--- config.mk ---
export PLATFORM = sky130hd
export DESIGN_NAME = alu_multibyte_sequencer
export DESIGN_NICKNAME = d
export VERILOG_FILES = /design/src/rtl/alu_multibyte_sequencer.sv
export SDC_FILE = /design/constraint.sdc
export NUM_CORES = 1
export LEC_CHECK = 0
export ABC_AREA = 1
export BUFFER_PORTS_ARGS = -buffer_cell sky130_fd_sc_hd__buf_2
export CORE_MARGIN = 2
export CORE_UTILIZATION = 25
export DETAILED_ROUTE_END_ITERATION = 7
export PLACE_DENSITY = 0.43
export SLEW_MARGIN = 20
export SYNTH_ARGS = -nofsm -noshare
export SYNTH_HDL_FRONTEND = slang
export SYNTH_SLANG_ARGS = --single-unit
--- constraint.sdc ---
create_clock -name Clock -period 1.66 [get_ports Clock]
set_clock_uncertainty 0.05 [all_clocks]
set_input_delay 0 -clock Clock [delete_from_list [all_inputs] [get_ports Clock]]
set_output_delay 0 -clock Clock [all_outputs]
set_load 0.1 [all_outputs]
--- src/rtl/alu_multibyte_sequencer.sv ---
// Byte-serial sequencer wrapping the 8-bit combinational ALU: runs an NBYTES-wide
// operation least significant byte first, chaining carry and aggregating the zero flag.
module alu_multibyte_sequencer #(
  parameter int NBYTES = 2
) (
  input  logic                Clock,
  input  logic                Reset,
  input  logic                Start,
  input  logic                Mode,
  input  logic [3:0]          Selector,
  input  logic [8*NBYTES-1:0] A,
  input  logic [8*NBYTES-1:0] B,
  input  logic                CarryIn,
  output logic                Busy,
  output logic                Done,
  output logic [8*NBYTES-1:0] F,
  output logic                CarryOut,
  output logic                ZeroFlag,
  output logic                AluMode,
  output logic [3:0]          AluSelector,
  output logic [7:0]          AluA,
  output logic [7:0]          AluB,
  output logic                AluCarryIn,
  input  logic [7:0]          AluF,
  input  logic                AluCarryOut,
  input  logic                AluZeroFlag
);

  localparam int W  = 8 * NBYTES;
  localparam int KW = (NBYTES > 1) ? $clog2(NBYTES) : 1;
  localparam logic [KW-1:0] K_LAST = KW'(NBYTES - 1);

  localparam logic [1:0] IDLE = 2'd0;
  localparam logic [1:0] EXEC = 2'd1;
  localparam logic [1:0] DONE = 2'd2;

  logic [1:0]    state_reg;
  logic [KW-1:0] k_reg;
  logic [W-1:0]  a_reg;
  logic [W-1:0]  b_reg;
  logic          mode_reg;
  logic [3:0]    sel_reg;
  logic [7:0]    alu_a_reg;
  logic [7:0]    alu_b_reg;
  // Doubles as the carry chain register: holds the previous byte's carry during EXEC.
  logic          alu_cin_reg;
  logic          zacc_reg;
  logic          cout_reg;
  logic          zf_reg;

  logic [KW-1:0] k_inc;
  logic [7:0]    a_next_byte;
  logic [7:0]    b_next_byte;
  logic          zacc_next;
  logic          is_last;

  assign k_inc   = k_reg + KW'(1);
  assign is_last = (k_reg == K_LAST);
  assign zacc_next = (k_reg == '0) ? AluZeroFlag : (zacc_reg & AluZeroFlag);

  always_comb begin
    a_next_byte = 8'h00;
    b_next_byte = 8'h00;
    for (int i = 0; i < NBYTES; i++) begin
      if (k_inc == KW'(i)) begin
        a_next_byte = a_reg[8*i +: 8];
        b_next_byte = b_reg[8*i +: 8];
      end
    end
  end

  always_ff @(posedge Clock) begin
    if (Reset) begin
      state_reg   <= IDLE;
      k_reg       <= '0;
      a_reg       <= '0;
      b_reg       <= '0;
      mode_reg    <= 1'b0;
      sel_reg     <= 4'h0;
      alu_a_reg   <= 8'h00;
      alu_b_reg   <= 8'h00;
      alu_cin_reg <= 1'b0;
      zacc_reg    <= 1'b0;
      cout_reg    <= 1'b0;
      zf_reg      <= 1'b0;
    end else begin
      case (state_reg)
        IDLE: begin
          if (Start) begin
            a_reg       <= A;
            b_reg       <= B;
            mode_reg    <= Mode;
            sel_reg     <= Selector;
            k_reg       <= '0;
            // Byte 0 is presented straight from the inputs so the ALU sees it next cycle.
            alu_a_reg   <= A[7:0];
            alu_b_reg   <= B[7:0];
            alu_cin_reg <= CarryIn;
            state_reg   <= EXEC;
          end
        end
        EXEC: begin
          zacc_reg <= zacc_next;
          if (is_last) begin
            cout_reg    <= AluCarryOut;
            zf_reg      <= zacc_next;
            alu_a_reg   <= 8'h00;
            alu_b_reg   <= 8'h00;
            alu_cin_reg <= 1'b0;
            state_reg   <= DONE;
          end else begin
            k_reg       <= k_inc;
            alu_a_reg   <= a_next_byte;
            alu_b_reg   <= b_next_byte;
            alu_cin_reg <= AluCarryOut;
          end
        end
        DONE: begin
          k_reg     <= '0;
          state_reg <= IDLE;
        end
        default: begin
          state_reg <= IDLE;
        end
      endcase
    end
  end

  // Each result byte captures the ALU output only during its own byte cycle.
  genvar gi;
  generate
    for (gi = 0; gi < NBYTES; gi++) begin : g_fbyte
      logic [7:0] f_byte_reg;
      always_ff @(posedge Clock) begin
        if (Reset) begin
          f_byte_reg <= 8'h00;
        end else if (state_reg == EXEC && k_reg == KW'(gi)) begin
          f_byte_reg <= AluF;
        end
      end
      assign F[8*gi +: 8] = f_byte_reg;
    end
  endgenerate

  assign Busy        = (state_reg != IDLE);
  assign Done        = (state_reg == DONE);
  assign CarryOut    = cout_reg;
  assign ZeroFlag    = zf_reg;
  assign AluMode     = mode_reg;
  assign AluSelector = sel_reg;
  assign AluA        = alu_a_reg;
  assign AluB        = alu_b_reg;
  assign AluCarryIn  = alu_cin_reg;

endmodule

# After elaboration in Yosys (flattened, before gate mapping)
# Index checks and enable logic that the tools add are counted.
[totals] reg_bits=76 in_bits=51 out_inout_bits=42 elab_cells=50
[classes] n_addsub=1 n_eq_ne=4 n_mux=18 bitwise=2 reduce_logical=11
[op_table] cell="two-way mux 8 bit" n=6
[op_table] cell="one-hot mux 8 bit (2 select lines)" n=2
[op_table] cell="AND reduction 2 bit" n=5
[op_table] cell="two-way mux 1 bit" n=5
[op_table] cell="two-way mux 2 bit" n=2
[op_table] cell="inequality test 2 bit (second input constant)" n=2
[op_table] cell="one-hot mux 2 bit (2 select lines)" n=1
[op_table] cell="nonzero test 2 bit" n=2
[op_table] cell="one-hot mux 1 bit (3 select lines)" n=1
[op_table] cell="nonzero test 3 bit" n=1
[op_table] cell="equality test 2 x 1 -> 1 bit (second input constant)" n=1
[op_table] cell="equality test 2 bit (second input constant)" n=1
[op_table] cell="logical AND 1 bit" n=2
[op_table] cell="logical NOT 2 bit" n=1
[op_table] cell="one-hot mux 1 bit (2 select lines)" n=1
[op_table] cell="adder 1 bit (second input constant)" n=1
[op_table] cell="bitwise AND 1 bit" n=1
[op_table] cell="inverter 1 bit" n=1

# Depth between registers and ports, before layout
# Gate-level depths: netlist (run 1).
[depth] word_depth=4 ltp_mapped=7

# Least setup slack after synthesis (run 1)
# Ideal clock, no wire load.
[synth_path] kind="register to register" startpoint="register CarryOut (netlist name)" endpoint="register cout_reg (netlist: CarryOut)" setup_ps=67 arrival_ps=1218 path_slack_ps=325 stages_incl_launch_ff=3 synth_period_minus_slack_ps=1335 cell_sequence="dfxtp_1 -> o21ai_0 -> nor2_1"
[synth_lines] element="to (signal assigned)" line_no="105" rtl="cout_reg <= AluCarryOut;"
[synth_lines] element="to (decl)" line_no="48" rtl="logic cout_reg;"

# Worst setup path in the final report (run 1)
[layout_path] startpoint="register state_reg[1]" endpoint="output port Busy"
[layout_via] elab_chain_cells=1
[layout_lines] element="from (decl)" line_no="37" rtl="logic [1:0] state_reg;"
[layout_lines] element="from (signal assigned)" line_no="74" rtl="state_reg <= IDLE;"
[layout_lines] element="from (signal assigned)" line_no="99" rtl="state_reg <= EXEC;"
[layout_lines] element="from (signal assigned)" line_no="110" rtl="state_reg <= DONE;"
[layout_lines] element="nonzero test 2 bit" line_no="145" rtl="assign Busy = (state_reg != IDLE);"
[layout_lines] element="to (decl)" line_no="14" rtl="output logic Busy,"
# No other way between the ends.

==> results of run 1 <==
power breakdown:
part	internal (mW)	switching, mW
clock	0.757	0.537
sequential	1.55	0.0573
combinational	0.291	0.829
layout make-up:
class                   count  area, um^2  area share
well taps                 133       166.4     0.04395
inverters                  43       161.4     0.04263
multi-input cells         252        1049      0.2769
clock inverters             2       35.03    0.009253
repair buffers            148        1018      0.2690
clock buffers              12       155.1     0.04098
flip-flops and latches     60        1201      0.3173
cells by family (layout without fill, tap and decap cells):
logic type,Yosys count,count (layout),synth area share
compound gates,45,45,0.09159
buf+inv,61,205,0.1011
flops,60,60,0.4805
simple gates,207,207,0.3268
through the flow:
stage          std cells  setup slack, ns
6_report             650           0.1716
5_1_grt              650          0.02009
4_1_cts              650          0.05935
3_5_place_dp         587           0.1594
3_3_place_gp         587           0.1874
2_1_floorplan        373           0.3246
synth_stat cells, drive strengths merged:
master  instances
nor2          133
dfxtp          60
nand2          56
inv            43
o21ai          41
nand3          18
buf            10
clkbuf          8
a21oi           4
timing repair:
item                                    4_1_cts  5_1_grt
hold buffers                                 49        0
endpoints found under the hold margin        58        0
endpoints found under the setup margin        0        7
gates resized for setup                       0        2
cells in the final DEF, fill, tap and decap left out:
cell / count
buf_12: 1
nand3_1: 18
buf_4: 6
buf_2: 91
nor2_2: 2
clkbuf_4: 1
o21ai_0: 40
o21ai_2: 1
clkbuf_8: 11
a21oi_1: 4
clkinv_2: 1
nor2_1: 129
bufinv_16: 1
dfxtp_1: 60
inv_2: 1
inv_1: 42
nand2_1: 56
clkbuf_1: 1
nor2_4: 2
dlygate4sd3_1: 49
layer usage:
layer | global-route usage | up-vias | wire, um
met1 | 0.1708 | 1153 | 3421
met3 | 0.03697 | 9 | 355
met5 | 0 | - | 0
met4 | 0.05309 | 0 | 91
li1 | - | 1409 | -
met2 | 0.2401 | 82 | 3533
how the worst max path moves through the flow:
stage          cells past startpoint                       end  slack (ns)
2_1_floorplan                      2                  CarryOut        0.32
3_3_place_gp                       6  g_fbyte[0].f_byte_reg[6]        0.19
3_5_place_dp                       5  g_fbyte[1].f_byte_reg[5]        0.16
4_1_cts                            4                      Busy        0.06
5_1_grt                            6  g_fbyte[0].f_byte_reg[6]        0.02
6_report                           4                      Busy        0.17
worst register-to-register path: stages (launching register included):
cell and delay (ns):
dfxtp_1 0.37, inv_1 0.11, nand2_1 0.12, nor2_2 0.33
inv_2 0.19, nor2_1 0.12, nor2_1 0.06
==> PnR_summary.wiki, run 1 <==
{| class="wikitable"
! Metric !! Value
|-
| Setup crit start || state_reg[1]
|-
| Post-route DRC || 0
|-
| Remaining global-route overflow || 0
|-
| Setup Fix Bufs, Post-CTS || 0
|-
| Total number of vias || 2,653
|-
| Final hold violation count || 0
|-
| Worst hold-check slack || 0.08676 ns
|-
| Worst hold path startpoint || Reset
|-
| Initial core utilization || 0.2569
|-
| PD cells || 1063 nW/um^2
|-
| Chip Width || 104.0 um
|-
| Count of TritonRoute iterations in the first routing pass || 4
|-
| Wire length reported by the detailed router || 7.401 mm
|-
| Share of the yosys chip area belonging to registers || 0.4805
|-
| Layout Area Growth over Synthesis || 51.45%
|-
| Drt first-iter violations || 85
|-
| Post-route fraction of the period consumed by the critical path || 0.8966
|-
| Average cell area after synthesis || 6.702 um^2
|-
| Global-route wire length before repair || 12.34 mm
|-
| # clock sinks || 60
|-
| Register-to-Register Setup Slack || 0.20 ns
|-
| Total Neg Setup Slack || 0 ns
|-
| Endpoint of the most critical register-to-register path || g_fbyte[0].f_byte_reg[7]
|-
| Count of input and output buffers || 92
|-
| Core Region || 9729 um^2
|-
| Post-Route Utilization || 0.3891
|-
| Crit path largest cell delay || 0.45 ns
|-
| Worst Reg2Reg Path Length in Cells || 6
|-
| Worst Path Max Fanout || 18
|-
| Number of global-route vias before repair || 2,576
|-
| Dominant delay contributor by cell family on the critical path || buffers and inverters
|-
| Total placed instance area || 3100 um^2
|-
| Crit. End Element || primary output
|-
| Synth Cell Area || 2500 um^2
|-
| Number of ports placed on the die boundary || 93
|-
| CTS tree || yes
|-
| Tot GR Track Use || 0.1412
|-
| Number of antenna repair diodes || 0
|-
| Static leakage power || 2.013 nW
|-
| Data arrival at the endpoint of the critical path || 1.44 ns
|-
| Share of final-layout standard cells stronger than drive strength 1 || 0.2282
|-
| Maximum number of pins on one net before global-route repair || 32
|-
| H-tree levels || 3
|-
| Clock Root Buffer || clkbuf_8
|-
| Sequence of cells on the critical path || nor2_4 > buf_4 > inv_1 > clkbuf_4
|-
| Final-report max-slew violation count || 0
|-
| Rows || 36
|-
| Worst-skew pair later-pin latency || 0.33 ns
|-
| Antenna viol nets, final || 0
|-
| Clock slew at reported path FFs || 0.07 ns
|-
| WHS Path Cells || 3
|-
| Number of maximum-capacitance constraint violations || 0
|-
| Flip-flop and latch count after synthesis || 60
|-
| Crit path buf inv count || 3
|-
| Main area contributors after synthesis || dfxtp_1 (48%), nor2_1 (20%), nand2_1 (8.4%)
|-
| Floorplan die height || 104.0 um
|-
| Max Clock Freq || 671.9 MHz
|-
| Area fraction of the dominant cell type after synthesis || 0.4805
|-
| Outcome || finished, final reports clean
|-
| Number of flip-flops in the largest register || 16
|-
| Cts bufs inserted || 9
|-
| Measured slew at the worst slew-check pin || 0.7222 ns
|-
| CTS max path bufs || 2
|-
| Design area || 3786 um^2
|-
| Syn Nets || 424
|-
| Sort of element at the start of the critical path || flip-flop
|-
| Total power consumption of the routed design || 4.023 mW
|-
| Total of warnings raised by yosys || 0
|-
| Standard cell with the maximum stage delay on the critical path || dfxtp_1
|-
| Final estimated routing congestion in global placement || 0.7271
|-
| Required time of the critical path || 1.61 ns
|-
| Peak supply drop || 454.3 uV
|-
| Via density || 4.082
|-
| Fill cell instance count of the final layout || 1,116
|-
| Sum of net half-perimeters after detailed placement || 4.996 mm
|-
| RR Startpoint || state_reg[1]
|-
| Post-Syn Instances || 373
|-
| Initial antenna violation count || 0
|-
| Slew HR || 0.5185
|-
| Number of unique standard cell types used by synthesis || 15
|-
| Hold path endpoint || state_reg[0]
|-
| Setup violators final || 0
|-
| Final Critical Period || 1.488 ns
|-
| Die Outline Area || 10,820 um^2
|-
| RSZ-0062 raised after global routing || false
|-
| Detail-routed net length per standard cell || 11.39 um
|-
| Type of the tightest min-delay check || input port to flip-flop
|-
| Synth area leader || dfxtp_1
|-
| Type of the worst setup path || flip-flop to primary output
|-
| Final-stage net count || 565
|}
(Power assumes the default switching activity.)
==> run 2, diff against run 1 <==
--- a/config.mk
+++ b/config.mk
@@ -9,8 +9,9 @@
 export BUFFER_PORTS_ARGS = -buffer_cell sky130_fd_sc_hd__buf_2
 export CORE_MARGIN = 2
 export CORE_UTILIZATION = 25
+export CTS_BUF_LIST = sky130_fd_sc_hd__clkbuf_4 sky130_fd_sc_hd__clkbuf_8 sky130_fd_sc_hd__clkbuf_16
 export DETAILED_ROUTE_END_ITERATION = 7
-export PLACE_DENSITY = 0.43
+export PLACE_DENSITY = 0.44
 export SLEW_MARGIN = 20
 export SYNTH_ARGS = -nofsm -noshare
 export SYNTH_HDL_FRONTEND = slang
==> PnR_summary.wiki, run 2 (synthesis results as in run 1) <==
{| class="wikitable"
! Metric !! Value
|-
| Outcome || finished, final reports clean
|-
| Smallest setup slack after layout || 0.1314 ns (-0.04019 ns)
|-
| Data arrival at the endpoint of the critical path || 1.48 ns (+0.04 ns)
|-
| Total power consumption of the routed design || 3.987 mW (-0.88%)
|-
| Wire length reported by the detailed router || 7.350 mm (-0.69%)
|-
| Sort of element at the start of the critical path || flip-flop
|-
| Slew HR || 0.5236 (+0.005138)
|-
| Worst-skew pair later-pin latency || 0.34 ns (about the same)
|-
| PD cells || 1056 nW/um^2 (-0.62%)
|-
| Die Outline Area || 10,820 um^2 (unchanged)
|-
| Clock Root Buffer || clkbuf_8
|-
| Remaining global-route overflow || 0 (unchanged)
|-
| Type of the worst setup path || flip-flop to primary output
|-
| Tot GR Track Use || 0.1422 (+0.001019)
|-
| Worst setup timing slack at the placement stage || 0.1282 ns (-0.03122 ns)
|-
| Setup Fix Bufs, Post-CTS || 0 (unchanged)
|-
| Setup crit start || state_reg[1]
|-
| Global-route wire length before repair || 12.50 mm (+1.3%)
|-
| Measured slew at the worst slew-check pin || 0.7145 ns (-0.007706 ns)
|-
| Peak supply drop || 607.7 uV (+34%)
|-
| Type of the tightest min-delay check || input port to flip-flop
|-
| Via density || 4.060 (-0.53%)
|-
| Count of TritonRoute iterations in the first routing pass || 4 (unchanged)
|-
| Number of ports placed on the die boundary || 93 (unchanged)
|-
| Worst setup path endpoint || Busy
|-
| Total number of vias || 2,647 (-0.23%)
|-
| Number of placed instances, taps included || 587 (unchanged)
|-
| Register-to-Register Setup Slack || 0.23 ns (+0.03 ns)
|-
| Number of maximum-capacitance constraint violations || 0 (unchanged)
|-
| Number of global-route vias before repair || 2,676 (+3.9%)
|-
| Number of flip-flops in the largest register || 16 (unchanged)
|-
| Top library cells by usage in the layout, fill and taps aside || nor2_1 (129), buf_2 (91), dfxtp_1 (60)
|-
| Final hold violation count || 0 (unchanged)
|-
| Initial antenna violation count || 0 (unchanged)
|-
| Worst Reg2Reg Path Length in Cells || 6 (unchanged)
|-
| Final Critical Period || 1.529 ns (+0.04018 ns)
|-
| Antenna viol nets, final || 0 (unchanged)
|-
| RSZ-0062 raised after global routing || false
|-
| Final-stage net count || 565 (unchanged)
|-
| Leading cell type in the layout, fill and taps excluded || nor2_1
|-
| Worst Path Max Fanout || 18 (unchanged)
|-
| Post-route fraction of the period consumed by the critical path || 0.9208 (+0.02421)
|-
| Post-route DRC || 0 (unchanged)
|-
| Combined area of the multi-input logic cells || 1049 um^2 (unchanged)
|-
| Count of input and output buffers || 92 (unchanged)
|-
| Max Clock Freq || 654.2 MHz (-2.6%)
|-
| Crit. End Element || primary output
|-
| Final estimated routing congestion in global placement || 0.6975 (-4.1%)
|-
| Final cell count without fillers || 652 (+0.31%)
|-
| # clock sinks || 60 (unchanged)
|-
| Static leakage power || 2.005 nW (-0.39%)
|-
| Layout Area Growth over Synthesis || 51.05%
|-
| Required time of the critical path || 1.61 ns (about the same)
|-
| Endpoint of the most critical register-to-register path || g_fbyte[0].f_byte_reg[1]
|-
| CTS tree || yes
|-
| Share of final-layout standard cells stronger than drive strength 1 || 0.2331 (+0.004901)
|-
| Maximum number of pins on one net before global-route repair || 42 (+31%)
|-
| Fill cell instance count of the final layout || 1,075 (-3.7%)
|-
| Clock slew at reported path FFs || 0.07 ns (about the same)
|-
| H-tree levels || 3 (unchanged)
|-
| Floorplan die height || 104.0 um (unchanged)
|-
| Final-report max-slew violation count || 0 (unchanged)
|-
| Sequential Area || 1201 um^2 (unchanged)
|-
| Sum of net half-perimeters after detailed placement || 4.890 mm (-2.1%)
|-
| Worst hold path startpoint || Reset
|-
| Worst hold-check slack || 0.05425 ns (-0.03251 ns)
|-
| Rows || 36 (unchanged)
|-
| Setup violators final || 0 (unchanged)
|-
| Initial core utilization || 0.2569 (unchanged)
|-
| Number of antenna repair diodes || 0 (unchanged)
|-
| Total Neg Setup Slack || 0 ns (unchanged)
|-
| CTS max path bufs || 2 (unchanged)
|-
| RR Startpoint || state_reg[1]
|-
| Detail-routed net length per standard cell || 11.27 um (-0.99%)
|-
| Chip Width || 104.0 um (unchanged)
|-
| Core Region || 9729 um^2 (unchanged)
|-
| Cts bufs inserted || 9 (unchanged)
|-
| Drt first-iter violations || 97 (+14%)
|}
==> run 2: changes by cell type in the layout (fill, tap and decap cells not counted), sizes merged <==
cell,before,now
clkbuf,13,14
clkinvlp,0,2
bufinv,1,0
==> run 2: per-layer routing <==
layer	up-vias	GRT usage	wire, um
li1	1410	-	-
met1	1156	0.1788	3453
met2	63	0.2270	3373
met3	18	0.03697	335
met4	0	0.06757	188
met5	-	0	0
==> run 2: what timing repair did <==
| item | in CTS | in global routing |
|---|---|---|
| endpoints found under the hold margin | 58 | 0 |
| resized for setup | 0 | 2 |
| setup endpoints to repair | 0 | 4 |
| hold buffers | 49 | 0 |
==> run 2: power by group <==
| group | leakage [nW] | switching, mW | internal, mW | total (mW) |
|---|---|---|---|---|
| combinational | 1.42 | 0.825 | 0.287 | 1.11 |
| sequential | 0.494 | 0.0571 | 1.55 | 1.61 |
| clock | 0.0951 | 0.588 | 0.679 | 1.27 |
==> run 2: critical path: stages, from the launching register on <==
cell and delay [ns]:
dfxtp_1 0.45, nor2_4 0.06, buf_4 0.20, inv_1 0.09, clkbuf_4 0.33
==> run 2: cell type report <==
| cell class | count | share of cell area |
|---|---|---|
| timing repair buffer | 148 | 0.2664 |
| inverter | 43 | 0.04274 |
| multi-input combinational | 252 | 0.2777 |
| clock buffer | 13 | 0.04573 |
| sequential | 60 | 0.3181 |
| tap | 133 | 0.04407 |
| clock inverter | 3 | 0.005302 |
==> run 2: worst min path at each step <==
stage	end	slack [ns]	depth (start not counted)
floorplan	CarryOut	0.08	2
global placement	g_fbyte[1].f_byte_reg[4]	0.19	3
detailed placement	g_fbyte[1].f_byte_reg[4]	0.20	3
CTS	state_reg[1]	0.06	3
global route	AluA[5]	0.06	3
finish	AluA[5]	0.05	3
==> run 2: through the flow <==
| step | instance area (um^2) | utilization |
|---|---|---|
| after floorplan | 2500 | - |
| after global placement | 3088 | 0.3174 |
| after detailed placement | 3088 | 0.3174 |
| after CTS | 3771 | 0.3876 |
| after global routing | 3776 | 0.3881 |
| final | 3776 | 0.3881 |
==> run 3, diff against run 2 <==
--- a/config.mk
+++ b/config.mk
@@ -7,11 +7,10 @@
 export LEC_CHECK = 0
 export ABC_AREA = 1
 export BUFFER_PORTS_ARGS = -buffer_cell sky130_fd_sc_hd__buf_2
-export CORE_MARGIN = 2
+export CORE_MARGIN = 5
 export CORE_UTILIZATION = 25
 export CTS_BUF_LIST = sky130_fd_sc_hd__clkbuf_4 sky130_fd_sc_hd__clkbuf_8 sky130_fd_sc_hd__clkbuf_16
 export DETAILED_ROUTE_END_ITERATION = 7
-export PLACE_DENSITY = 0.44
 export SLEW_MARGIN = 20
 export SYNTH_ARGS = -nofsm -noshare
 export SYNTH_HDL_FRONTEND = slang
==> PnR_summary.wiki, run 3 (synthesis results as in run 1) <==
{| class="wikitable"
! Metric !! Value
|-
| Outcome || finished, final reports clean
|-
| Final-stage net count || 564 (-0.18%)
|-
| Worst Path Max Fanout || 18 (unchanged)
|-
| Number of antenna repair diodes || 0 (unchanged)
|-
| Worst hold-check slack || 0.07728 ns (+0.02303 ns)
|-
| RSZ-0062 raised after global routing || true
|-
| Wire length reported by the detailed router || 7.742 mm (+5.3%)
|-
| Measured slew at the worst slew-check pin || 0.6310 ns (-0.08346 ns)
|-
| Total number of vias || 2,663 (+0.60%)
|-
| Rows || 36 (unchanged)
|-
| Type of the worst setup path || flip-flop to primary output
|-
| # clock sinks || 60 (unchanged)
|-
| Static leakage power || 2.004 nW (about the same)
|-
| Final estimated routing congestion in global placement || 0.7580 (+8.7%)
|-
| Slew HR || 0.5789 (+0.05524)
|-
| Floorplan die height || 110.0 um (+5.8%)
|-
| Cts bufs inserted || 9 (unchanged)
|-
| Count of TritonRoute iterations in the first routing pass || 4 (unchanged)
|-
| Drt first-iter violations || 165 (+70%)
|-
| Post-route fraction of the period consumed by the critical path || 0.9533 (+0.03252)
|-
| Worst-skew pair later-pin latency || 0.32 ns (-0.02 ns)
|-
| Clock Root Buffer || clkbuf_8
|-
| Peak supply drop || 362.5 uV (-40%)
|-
| Data arrival at the endpoint of the critical path || 1.53 ns (+0.05 ns)
|-
| Sort of element at the start of the critical path || flip-flop
|-
| Chip Width || 110.0 um (+5.8%)
|-
| Leading cell type in the layout, fill and taps excluded || nor2_1
|-
| Final hold violation count || 0 (unchanged)
|-
| Post-route DRC || 0 (unchanged)
|-
| Crit. End Element || primary output
|-
| Core Region || 9774 um^2 (+0.46%)
|-
| Antenna viol nets, final || 0 (unchanged)
|-
| Count of input and output buffers || 92 (unchanged)
|-
| Setup Fix Bufs, Post-CTS || 0 (unchanged)
|-
| Type of the tightest min-delay check || input port to flip-flop
|-
| Final-report max-slew violation count || 0 (unchanged)
|-
| CTS max path bufs || 2 (unchanged)
|-
| Clock slew at reported path FFs || 0.07 ns (about the same)
|-
| Die Outline Area || 12,100 um^2 (+12%)
|-
| Detail-routed net length per standard cell || 11.89 um (+5.5%)
|-
| Tot GR Track Use || 0.1321 (-0.01010)
|-
| Remaining global-route overflow || 0 (unchanged)
|-
| Maximum number of pins on one net before global-route repair || 42 (unchanged)
|-
| Setup violators final || 0 (unchanged)
|-
| Initial antenna violation count || 0 (unchanged)
|-
| Total Neg Setup Slack || 0 ns (unchanged)
|-
| Number of flip-flops in the largest register || 16 (unchanged)
|-
| Fill cell instance count of the final layout || 1,055 (-1.9%)
|-
| Global-route wire length before repair || 12.39 mm (-0.88%)
|-
| Max Clock Freq || 631.9 MHz (-3.4%)
|-
| Share of final-layout standard cells stronger than drive strength 1 || 0.2336 (+0.0004501)
|-
| Top library cells by usage in the layout, fill and taps aside || nor2_1 (129), buf_2 (92), dfxtp_1 (60)
|-
| Total power consumption of the routed design || 4.027 mW (+0.98%)
|-
| Number of ports placed on the die boundary || 93 (unchanged)
|-
| CTS tree || yes
|-
| Required time of the critical path || 1.61 ns (about the same)
|-
| Final Critical Period || 1.583 ns (+0.05399 ns)
|-
| Via density || 4.091 (+0.76%)
|-
| Layout Area Growth over Synthesis || 51.15% (about the same)
|-
| Initial core utilization || 0.2558 (-0.001184)
|-
| Number of global-route vias before repair || 2,639 (-1.4%)
|-
| Number of maximum-capacitance constraint violations || 0 (unchanged)
|-
| H-tree levels || 3 (unchanged)
|-
| Sum of net half-perimeters after detailed placement || 5.288 mm (+8.1%)
|-
| PD cells || 1066 nW/um^2 (+0.91%)
|}
-- run 3: critical path: stages (launching register included) --
cell and delay [ns]:
dfxtp_1 0.46, nor2_4 0.06, buf_4 0.20, inv_1 0.06
buf_2 0.42
-- run 3: metal layers --
layer  track usage  vias up  routed length (um)
met5             0        -                   0
met4       0.06946        0                 248
met3       0.03320       20                 410
met2        0.2127       74                3562
met1        0.1621     1155                3521
li1              -     1414                   -
-- run 3: final timing paths --
path                                   start                        to  slack [ns]  cells after the start
worst max register to register  state_reg[1]  g_fbyte[0].f_byte_reg[1]        0.25                      6
worst max-delay path            state_reg[1]                      Busy        0.08                      4
worst min register to register      zacc_reg                  zacc_reg        0.41                      2
worst min-delay path                   Reset                   AluA[6]        0.08                      3
-- run 3: what timing repair did --
item,CTS,global route
hold endpoints to repair,57,0
hold buffers,48,0
resized for setup,0,3
setup endpoints to repair,0,9
-- run 3: final cells by class --
class                      instances  area (um^2)  share of cell area
sequential                        60         1201              0.3179
inverter                          43        161.4             0.04272
multi-input combinational        252         1061              0.2808
tap                              133        166.4             0.04404
clock buffer                      10        131.4             0.03477
timing repair buffer             147        993.5              0.2629
clock inverter                     6        63.81             0.01689
-- run 3: where the power goes --
group	switching [mW]	leakage [nW]	internal, mW	total [mW]
combinational	0.836	1.41	0.287	1.12
sequential	0.0579	0.494	1.55	1.61
clock	0.585	0.0961	0.710	1.29
-- run 3: per-stage QoR --
step	instance area [um^2]	setup WS, ns	util	std cells
detailed placement	3088	0.1776	0.3159	587
finish	3779	0.07744	0.3866	651
global placement	3088	0.2387	0.3159	587
global route	3779	-0.01601	0.3866	651
CTS	3764	0.05696	0.3850	651
floorplan	2500	0.3246	-	373
